**config.mk**
```make
export PLATFORM = sky130hd
export DESIGN_NAME = mem_bus_sequencer
export DESIGN_NICKNAME = d
export VERILOG_FILES = /design/src/rtl/mem_bus_sequencer_pkg.sv /design/src/rtl/mem_bus_sequencer_counter.sv /design/src/rtl/mem_bus_sequencer.sv
export SDC_FILE = /design/constraint.sdc
export NUM_CORES = 1
export LEC_CHECK = 0
export BUFFER_PORTS_ARGS = -buffer_cell sky130_fd_sc_hd__buf_4
export CAP_MARGIN = 5
export CELL_PAD_IN_SITES_DETAIL_PLACEMENT = 0
export CELL_PAD_IN_SITES_GLOBAL_PLACEMENT = 1
export CORE_ASPECT_RATIO = 0.6
export CORE_MARGIN = 2
export CORE_UTILIZATION = 35
export CTS_CLUSTER_DIAMETER = 120
export DETAILED_ROUTE_END_ITERATION = 10
export PLACE_DENSITY_LB_ADDON = 0.08
export REMOVE_ABC_BUFFERS = 1
export SLEW_MARGIN = 20
export SYNTH_ARGS = -nofsm -noshare
export SYNTH_HDL_FRONTEND = slang
export SYNTH_SLANG_ARGS = --single-unit
```
**constraint.sdc**
```tcl
create_clock -name Clock -period 1.8 [get_ports Clock]
set_clock_uncertainty 0.15 [all_clocks]
set_input_delay 0.18 -clock Clock [delete_from_list [all_inputs] [get_ports Clock]]
set_output_delay 0.18 -clock Clock [all_outputs]
set_load 0.01 [all_outputs]
```
**src/rtl/mem_bus_sequencer_pkg.sv**
```systemverilog
// Shared types, defaults and strobe decode for the external-memory bus sequencer.
package mem_bus_sequencer_pkg;

   typedef enum logic [1:0] {IDLE, ADDR, ACCESS, COMPLETE} mem_state_t;

   localparam int MEM_ADDR_CYCLES_DEF = 1;
   localparam int MEM_WAIT_DEF        = 2;

   typedef struct packed {
      logic busy;
      logic done;
      logic memEn;
      logic ale;
      logic nMe;
      logic nOe;
      logic nWe;
      logic enb;
   } mem_strobes_t;

   // The counter must hold both ADDR_CYCLES-1 and the largest wait count.
   function automatic int cntWidth(input int addrCycles, input int waitW);
      int w;
      w = $clog2(addrCycles);
      if (waitW > w) w = waitW;
      if (w < 1) w = 1;
      return w;
   endfunction

   function automatic mem_strobes_t decodeStrobes(input mem_state_t s, input logic wr);
      mem_strobes_t o;
      o = '{busy: 1'b0, done: 1'b0, memEn: 1'b0, ale: 1'b0,
            nMe: 1'b1, nOe: 1'b1, nWe: 1'b1, enb: 1'b0};
      case (s)
         ADDR: begin
            o.busy  = 1'b1;
            o.memEn = 1'b1;
            o.ale   = 1'b1;
            o.nMe   = 1'b0;
         end
         ACCESS: begin
            o.busy = 1'b1;
            o.nMe  = 1'b0;
            if (wr) begin
               o.nWe   = 1'b0;
               o.memEn = 1'b1;
            end else begin
               o.nOe = 1'b0;
            end
         end
         COMPLETE: begin
            o.busy = 1'b1;
            o.done = 1'b1;
            o.nMe  = 1'b0;
            if (wr) o.memEn = 1'b1;   // write data held one more cycle after nWE rises
            else begin
               o.nOe = 1'b0;
               o.enb = 1'b1;
            end
         end
         default: ;
      endcase
      return o;
   endfunction

endpackage

```
**src/rtl/mem_bus_sequencer_counter.sv**
```systemverilog
// Loadable down-counter that times the address and access phases.
module mem_cycle_counter #(
   parameter int W = 4
) (
   input  logic         Clock,
   input  logic         nReset,
   input  logic         Load,
   input  logic [W-1:0] LoadValue,
   input  logic         Dec,
   output logic         Zero
);

   logic [W-1:0] value;

   // NOTE: sequential state is written with non-blocking assignments only, so every
   // register samples the pre-edge value of every other register.
   always_ff @(posedge Clock or negedge nReset) begin
      if (!nReset)             value <= '0;
      else if (Load)           value <= LoadValue;
      else if (Dec && !Zero)   value <= value - 1'b1;
   end

   assign Zero = (value == '0);

endmodule

```
**src/rtl/mem_bus_sequencer.sv**
```systemverilog
// External-memory bus cycle sequencer: ADDR -> ACCESS -> COMPLETE per Req/Done transaction.
// Optional `MEM_WAIT_PIN_EN adds the nWait stretch input and WaitStall indicator.
module mem_bus_sequencer
   import mem_bus_sequencer_pkg::*;
#(
   parameter int ADDR_CYCLES = MEM_ADDR_CYCLES_DEF,
   parameter int WAIT_W      = 4
) (
   input  logic              Clock,
   input  logic              nReset,
   input  logic              Req,
   input  logic              Write,
   input  logic [WAIT_W-1:0] WaitCycles,
   output logic              Busy,
   output logic              Done,
   output logic              MemEn,
   output logic              ALE,
   output logic              nME,
   output logic              nOE,
   output logic              nWE,
   output logic              ENB
`ifdef MEM_WAIT_PIN_EN
   ,
   input  logic              nWait,
   output logic              WaitStall
`endif
);

   localparam int CNT_W = cntWidth(ADDR_CYCLES, WAIT_W);

   mem_state_t        state, nextState;
   logic              writeLat, nextWrite;
   logic [WAIT_W-1:0] waitLat, nextWait;
   mem_strobes_t      strobes;
   logic              cntLoad, cntDec, cntZero, waitReady;
   logic [CNT_W-1:0]  cntLoadValue;

`ifdef MEM_WAIT_PIN_EN
   assign waitReady = nWait;
`else
   assign waitReady = 1'b1;
`endif

   mem_cycle_counter #(.W(CNT_W)) u_counter (
      .Clock     (Clock),
      .nReset    (nReset),
      .Load      (cntLoad),
      .LoadValue (cntLoadValue),
      .Dec       (cntDec),
      .Zero      (cntZero)
   );

   // NOTE: every signal driven here gets a default first, so no path can infer a latch.
   always_comb begin
      nextState    = state;
      nextWrite    = writeLat;
      nextWait     = waitLat;
      cntLoad      = 1'b0;
      cntDec       = 1'b0;
      cntLoadValue = '0;
      case (state)
         IDLE, COMPLETE: begin
            if (Req) begin
               nextState    = ADDR;
               nextWrite    = Write;
               nextWait     = WaitCycles;
               cntLoad      = 1'b1;
               cntLoadValue = CNT_W'(ADDR_CYCLES - 1);
            end else begin
               nextState = IDLE;
            end
         end
         ADDR: begin
            if (cntZero) begin
               nextState    = ACCESS;
               cntLoad      = 1'b1;
               cntLoadValue = CNT_W'(waitLat);
            end else begin
               cntDec = 1'b1;
            end
         end
         ACCESS: begin
            if (!cntZero)       cntDec    = 1'b1;
            else if (waitReady) nextState = COMPLETE;
         end
         default: nextState = IDLE;
      endcase
   end

   // NOTE: strobes are decoded from the next state and registered, so pads see
   // glitch-free Moore outputs with no combinational path from Req/Write.
   always_ff @(posedge Clock or negedge nReset) begin
      if (!nReset) begin
         state    <= IDLE;
         writeLat <= 1'b0;
         waitLat  <= '0;
         strobes  <= decodeStrobes(IDLE, 1'b0);
`ifdef MEM_WAIT_PIN_EN
         WaitStall <= 1'b0;
`endif
      end else begin
         state    <= nextState;
         writeLat <= nextWrite;
         waitLat  <= nextWait;
         strobes  <= decodeStrobes(nextState, nextWrite);
`ifdef MEM_WAIT_PIN_EN
         WaitStall <= (state == ACCESS) && cntZero && !nWait;
`endif
      end
   end

   assign Busy  = strobes.busy;
   assign Done  = strobes.done;
   assign MemEn = strobes.memEn;
   assign ALE   = strobes.ale;
   assign nME   = strobes.nMe;
   assign nOE   = strobes.nOe;
   assign nWE   = strobes.nWe;
   assign ENB   = strobes.enb;

endmodule

```
==> flow_summary.json, run 1 <==
{
  "num_vias": 738,
  "async_flop_share_pct": 100.0,
  "io_buffers": 15,
  "violations": "setup timing",
  "slew_headroom_pct": 80.72,
  "yosys.area.top_type": "dfrtp_1",
  "grt_max_degree": 20,
  "reg.largest.list": "u_counter.value: 4 flops, waitLat: 4 flops, state: 2 flops",
  "ant_nets": 0,
  "synth_xor_area_share_pct": 0.9655,
  "initial_core_util_pct": 36.47,
  "clk_latency_ns": 0.26,
  "grt_pass1_vias": 740,
  "cap_violations": 0,
  "crit_path_max_fanout": 4,
  "leakage_nw": 0.6052,
  "ir_drop_uv": 705.7,
  "synthMuxAreaShare_pct": 6.207,
  "hold_viol_final": 0,
  "worstSetupStartpoint": "state[0]",
  "syn_inst": 81,
  "cts_buffers": 3,
  "dp_hpwl_um": 1601,
  "cp.arrival_ns": 1.85,
  "wire_per_inst_um": 14.58,
  "setup_viol": 3,
  "drt_iter0_drc": 62,
  "cp_slowest_stage_delay_ns": 0.55,
  "ys_top_cells_by_area": "dfrtp_1, dfstp_2, ha_1",
  "fp.dieW_um": 69.73,
  "fill_cells": 213,
  "grt_pass1_wl_um": 3726,
  "rsz0062_at_grt": "true",
  "layout.nets": 134,
  "status": "finished with violations",
  "grt_antenna_before_repair": 0,
  "slew_violations": 0,
  "multi_input_area_um2": 481.7,
  "drive_gt1_share_pct": 50.41,
  "avgSynthCellArea_um2": 11.20,
  "rr_endpoint": "MemEn",
  "synth_flop_cell": "dfrtp_1",
  "hp-class": "input pin to register",
  "dieHeight_um": 43.44,
  "netlist_area_um2": 907.1,
  "wirelength_um": 2230,
  "coreArea_mm2": 0.002487,
  "synth-warning-count": 0,
  "cts_buffer_depth": 2,
  "reg2reg_depth": 6,
  "drcViolationCount": 0,
  "htreeDepth": 1,
  "post-route-min-period_ns": 1.823,
  "rows": 14,
  "worstMarginPinSlew_ns": 0.2892,
  "min_period_over_period_pct": 101.3,
  "crit_type": "register to register",
  "ys_types": 31,
  "worst_slack_ns": -0.02326,
  "fmax_mhz": 548.5,
  "regArea_um2": 479.2,
  "ys_ff_latch": 19,
  "cts.reportedPaths.clkPinSlew_ns": 0.08,
  "tritoncts": "yes",
  "clock_sinks": 19,
  "startpoint_type": "register",
  "crit_path_end": "MemEn",
  "synth_compound_area_share_pct": 11.17,
  "dieArea_mm2": 0.003029,
  "cts-root-buf": "clkbuf_8",
  "regToRegSetupSlack_ns": -0.02,
  "crit_chain": "ha_4 -> or4bb_4 -> nand2_2 -> buf_6 -> nand2_1 -> a31oi_1",
  "hold_slack_ns": 0.01902,
  "tns_ns": -0.03895,
  "track_usage_pct": 16.82,
  "timing.rr.start": "state[0]",
  "cp_slowest_cell": "or4bb_4",
  "grt_overflow": 0,
  "firstDrtPassIters": 4,
  "synthSimpleGateAreaFrac_pct": 20.28,
  "synth_top_family_by_area": "simple AND/OR/NAND/NOR gates",
  "synth_edf_count": 0,
  "synthAdderAreaFrac_pct": 5.517,
  "avgViaCountPerCell": 4.824,
  "area_growth_pct": 51.03,
  "critical_path.endpoint_type": "register",
  "synth.top_cell.area_share_pct": 44.14,
  "p_per_area_mw_per_mm2": 1915,
  "insertedDiodeCount": 0,
  "ios": 16,
  "critPathRequiredTime_ns": 1.83,
  "ys_seq_area_share_pct": 52.83,
  "gp_congestion": 0.8363
}
==> routing by layer <==
metal | wire (um) | global-route usage, % | vias to the layer above
met4 | 19 | 5.769 | 0
met2 | 1011 | 26.15 | 16
met5 | 0 | 0 | -
li1 | - | - | 369
met3 | 95 | 4.884 | 2
met1 | 1105 | 22.99 | 351
==> worst max-delay path, delay by kind of cell, from the launching register on <==
kind	cells	cell delay (ns)
buffers and inverters	1	0.11
AO/OA/AOI/OAI	1	0.15
AND/OR/NAND/NOR	3	0.69
flip-flops	1	0.46
adder cells (fa/ha/maj)	1	0.19
==> layout make-up <==
cell class / instances / share of cell area, %
multi-input combinational: 55 / 35.16
sequential: 19 / 34.98
inverter: 5 / 1.370
clock buffer: 3 / 3.014
timing repair buffer: 38 / 22.01
clock inverter: 1 / 0.5479
tap: 32 / 2.922
==> synthesized netlist by cell type (2+ instances only) <==
master     n
a21oi_1    7
a31oi_1    2
dfrtp_1   16
dfstp_2    3
ha_1       4
inv_1      5
mux2_1     4
nand2_1    5
nand2b_1   3
nand3_1    3
nand3b_1   2
nor2_1     4
nor3b_2    2
o21a_1     2
o21ai_1    2
or3_1      2
==> through the flow <==
| stage | cell area (um2) | setup slack [ns] | std cells | util, % | power (mW) |
|---|---|---|---|---|---|
| 2_1_floorplan | 898.4 | -0.01570 | 79 | - | 1.434 |
| 3_3_place_gp | 1164 | -0.1587 | 141 | 46.78 | 2.013 |
| 3_5_place_dp | 1164 | -0.1617 | 141 | 46.78 | 2.015 |
| 4_1_cts | 1350 | -0.0009928 | 152 | 54.28 | 2.550 |
| 5_1_grt | 1370 | -0.1036 | 153 | 55.08 | 2.816 |
| 6_report | 1370 | -0.02326 | 153 | 55.08 | 2.624 |
==> repair_timing <==
action                                 4_1_cts  5_1_grt
setup endpoints to repair                    9        7
gates resized for setup                     17        4
pin swaps                                    3        1
endpoints found under the hold margin       23        0
hold buffers                                 5        0
setup buffers                                2        1
==> where the power goes <==
part,internal (mW),switching [mW],total [mW]
clock,0.156,0.151,0.307
sequential,0.622,0.139,0.761
combinational,0.846,0.709,1.56
total,1.62,1.00,2.62
==> logic make-up after synthesis <==
group / count (synthesis)
AOI/OAI and AO/OA: 17
muxes: 5
and+or+nand+nor: 28
buffers and inverters: 7
DFF: 19
xor gates and xnor gates: 1
adders and majority gates: 4
==> how the worst min path moves through the flow <==
stage	from	to	slack [ns]	cells past startpoint
2_1_floorplan	nReset	ALE	-0.27	0
4_1_cts	Write	writeLat	0.01	2
3_3_place_gp	nReset	waitLat[0]	-0.08	1
6_report	Write	writeLat	0.02	2
5_1_grt	Write	writeLat	0.01	2
3_5_place_dp	nReset	waitLat[0]	-0.08	1
==> cell usage in the layout, fill, tap and decap left out, types with 2 or more instances in the layout <==
| master | instances |
|---|---|
| dfstp_2 | 3 |
| dfrtp_1 | 16 |
| clkbuf_8 | 3 |
| a21oi_2 | 3 |
| ha_4 | 3 |
| nor2_2 | 2 |
| a31oi_1 | 2 |
| nor2_1 | 2 |
| nand3_1 | 3 |
| nand2_1 | 5 |
| nand2b_1 | 3 |
| dlygate4sd3_1 | 5 |
| o21ai_1 | 3 |
| mux2_1 | 4 |
| o21a_1 | 2 |
| a21oi_1 | 4 |
| inv_2 | 4 |
| nand3b_1 | 2 |
| buf_4 | 32 |
No activity file was read; power rests on OpenSTA's default activity.
==> inputs of run 2 (changes only) <==
--- a/config.mk
+++ b/config.mk
@@ -15,7 +15,6 @@
 export CTS_CLUSTER_DIAMETER = 120
 export DETAILED_ROUTE_END_ITERATION = 10
 export PLACE_DENSITY_LB_ADDON = 0.08
-export REMOVE_ABC_BUFFERS = 1
 export SLEW_MARGIN = 20
 export SYNTH_ARGS = -nofsm -noshare
 export SYNTH_HDL_FRONTEND = slang
==> flow_summary.json, run 2 (synthesized netlist as in run 1, its figures left out) <==
{
  "status": "finished with violations",
  "violations": "setup timing",
  "num_vias": 733,
  "post-route-min-period_ns": 1.832,
  "dieHeight_um": 43.44,
  "wirelength_um": 2096,
  "critPathRequiredTime_ns": 1.83,
  "dp_hpwl_um": 1497,
  "timing.rr.start": "state[0]",
  "hold_slack_ns": 0.02437,
  "slew_headroom_pct": 83.51,
  "leakage_nw": 0.6084,
  "ir_drop_uv": 998.7,
  "rows": 14,
  "drcViolationCount": 0,
  "cap_violations": 0,
  "p_per_area_mw_per_mm2": 1884,
  "initial_core_util_pct": 36.47,
  "dpl_cell_area_mm2": 0.001195,
  "cts.reportedPaths.clkPinSlew_ns": 0.07,
  "fmax_mhz": 545.9,
  "dp_slack_ns": -0.1102,
  "drt_iter0_drc": 28,
  "synth_nets": 93,
  "crit_type": "register to register",
  "insertedDiodeCount": 0,
  "drive_gt1_share_pct": 48.76,
  "grt_pass1_vias": 693,
  "path_delay_family": "simple AND/OR/NAND/NOR gates",
  "grt_max_degree": 20,
  "cp_slowest_cell": "or4_4",
  "min_period_over_period_pct": 101.8,
  "dieArea_mm2": 0.003029,
  "grt_pass1_wl_um": 3381,
  "critical_path.endpoint_type": "register",
  "layout_commonest_cell": "buf_4",
  "slew_violations": 0,
  "cts_buffer_depth": 2,
  "ios": 16,
  "worst_slack_ns": -0.03180,
  "cp.arrival_ns": 1.86,
  "reg2reg_depth": 5,
  "hold_start": "Write",
  "crit_path_max_fanout": 3,
  "reg.largest.list": "u_counter.value: 4 flops, waitLat: 4 flops, state: 2 flops",
  "clk_latency_ns": 0.26,
  "rsz0062_at_grt": "true",
  "cts-root-buf": "clkbuf_8",
  "firstDrtPassIters": 4,
  "avgViaCountPerCell": 4.791,
  "io_buffers": 15,
  "cp_slowest_stage_delay_ns": 0.51,
  "coreArea_mm2": 0.002487,
  "htreeDepth": 1,
  "layout.nets": 134,
  "startpoint_type": "register",
  "holdPathStages": 2,
  "crit_buf_inv": 0,
  "layout_common_cells": "buf_4, dfrtp_1, a21oi_1, dlygate4sd3_1",
  "cts_buffers": 3,
  "hold_viol_final": 0,
  "regToRegSetupSlack_ns": -0.03,
  "hold_path_end": "writeLat",
  "gp_congestion": 0.7281,
  "clock_sinks": 19,
  "rr_endpoint": "MemEn",
  "setup_viol": 4,
  "tritoncts": "yes",
  "finalInstanceArea_mm2": 0.001361,
  "fp.dieW_um": 69.73,
  "ant_nets": 0,
  "hp-class": "input pin to register",
  "crit_chain": "ha_4 -> or4bb_4 -> nand2_4 -> or4_4 -> a31oi_1",
  "grt_overflow": 0,
  "wire_per_inst_um": 13.70,
  "worstMarginPinSlew_ns": 0.2474,
  "area_growth_pct": 50.07,
  "track_usage_pct": 14.99,
  "grt_antenna_before_repair": 0
}
## run 2: worst max-delay path by stage
| stage | startpoint | endpoint | slack [ns] | cells past startpoint |
|---|---|---|---|---|
| after floorplan | u_counter.value[0] | ENB | -0.004 | 7 |
| after global placement | u_counter.value[0] | Busy | -0.15 | 6 |
| after detailed placement | u_counter.value[0] | Busy | -0.11 | 6 |
| after CTS | state[0] | MemEn | -0.01 | 5 |
| after global routing | state[1] | MemEn | -0.08 | 7 |
| final | state[0] | MemEn | -0.03 | 5 |
## run 2: per-stage QoR
step	std cells	utilization, %	TNS (ns)	total power, mW
6_report	153	54.73	-0.09232	2.565
5_1_grt	153	54.73	-0.4858	2.757
4_1_cts	153	53.27	-0.01531	2.446
3_5_place_dp	144	48.04	-0.4507	2.049
3_3_place_gp	144	48.04	-0.5417	2.051
2_1_floorplan	81	-	-0.004007	1.461
## run 2: worst reg2reg max path, stage by stage (launching register included)
cell	delay, ns
dfrtp_1	0.44
ha_4	0.20
or4bb_4	0.23
nand2_4	0.05
or4_4	0.51
a31oi_1	0.18
## run 2: timing repair
item                                   4_1_cts  5_1_grt
resized for setup                           10        8
endpoints found under the hold margin       23        0
hold buffers                                 5        0
buffers inserted                             0        0
pin swaps                                    4        3
setup endpoints to repair                    8       13
## run 2: routing by layer
layer,wire [um],track usage (%),vias up
li1,-,-,368
met1,1102,22.22,350
met2,901,21.15,13
met3,83,4.884,2
met4,8,4.231,0
met5,0,0,-
## run 2: layout make-up
cell class | instances | area (um2)
fill | 225 | 1126
tap | 32 | 40.04
timing repair buffer | 38 | 309.0
clock buffer | 4 | 45.04
sequential | 19 | 479.2
multi-input combinational | 55 | 469.2
inverter | 5 | 18.77
## run 2: report_power, final
group | leakage [nW] | internal (mW) | switching (mW)
clock | 0.0228 | 0.157 | 0.138
sequential | 0.231 | 0.623 | 0.122
combinational | 0.354 | 0.816 | 0.708
total | 0.608 | 1.60 | 0.969
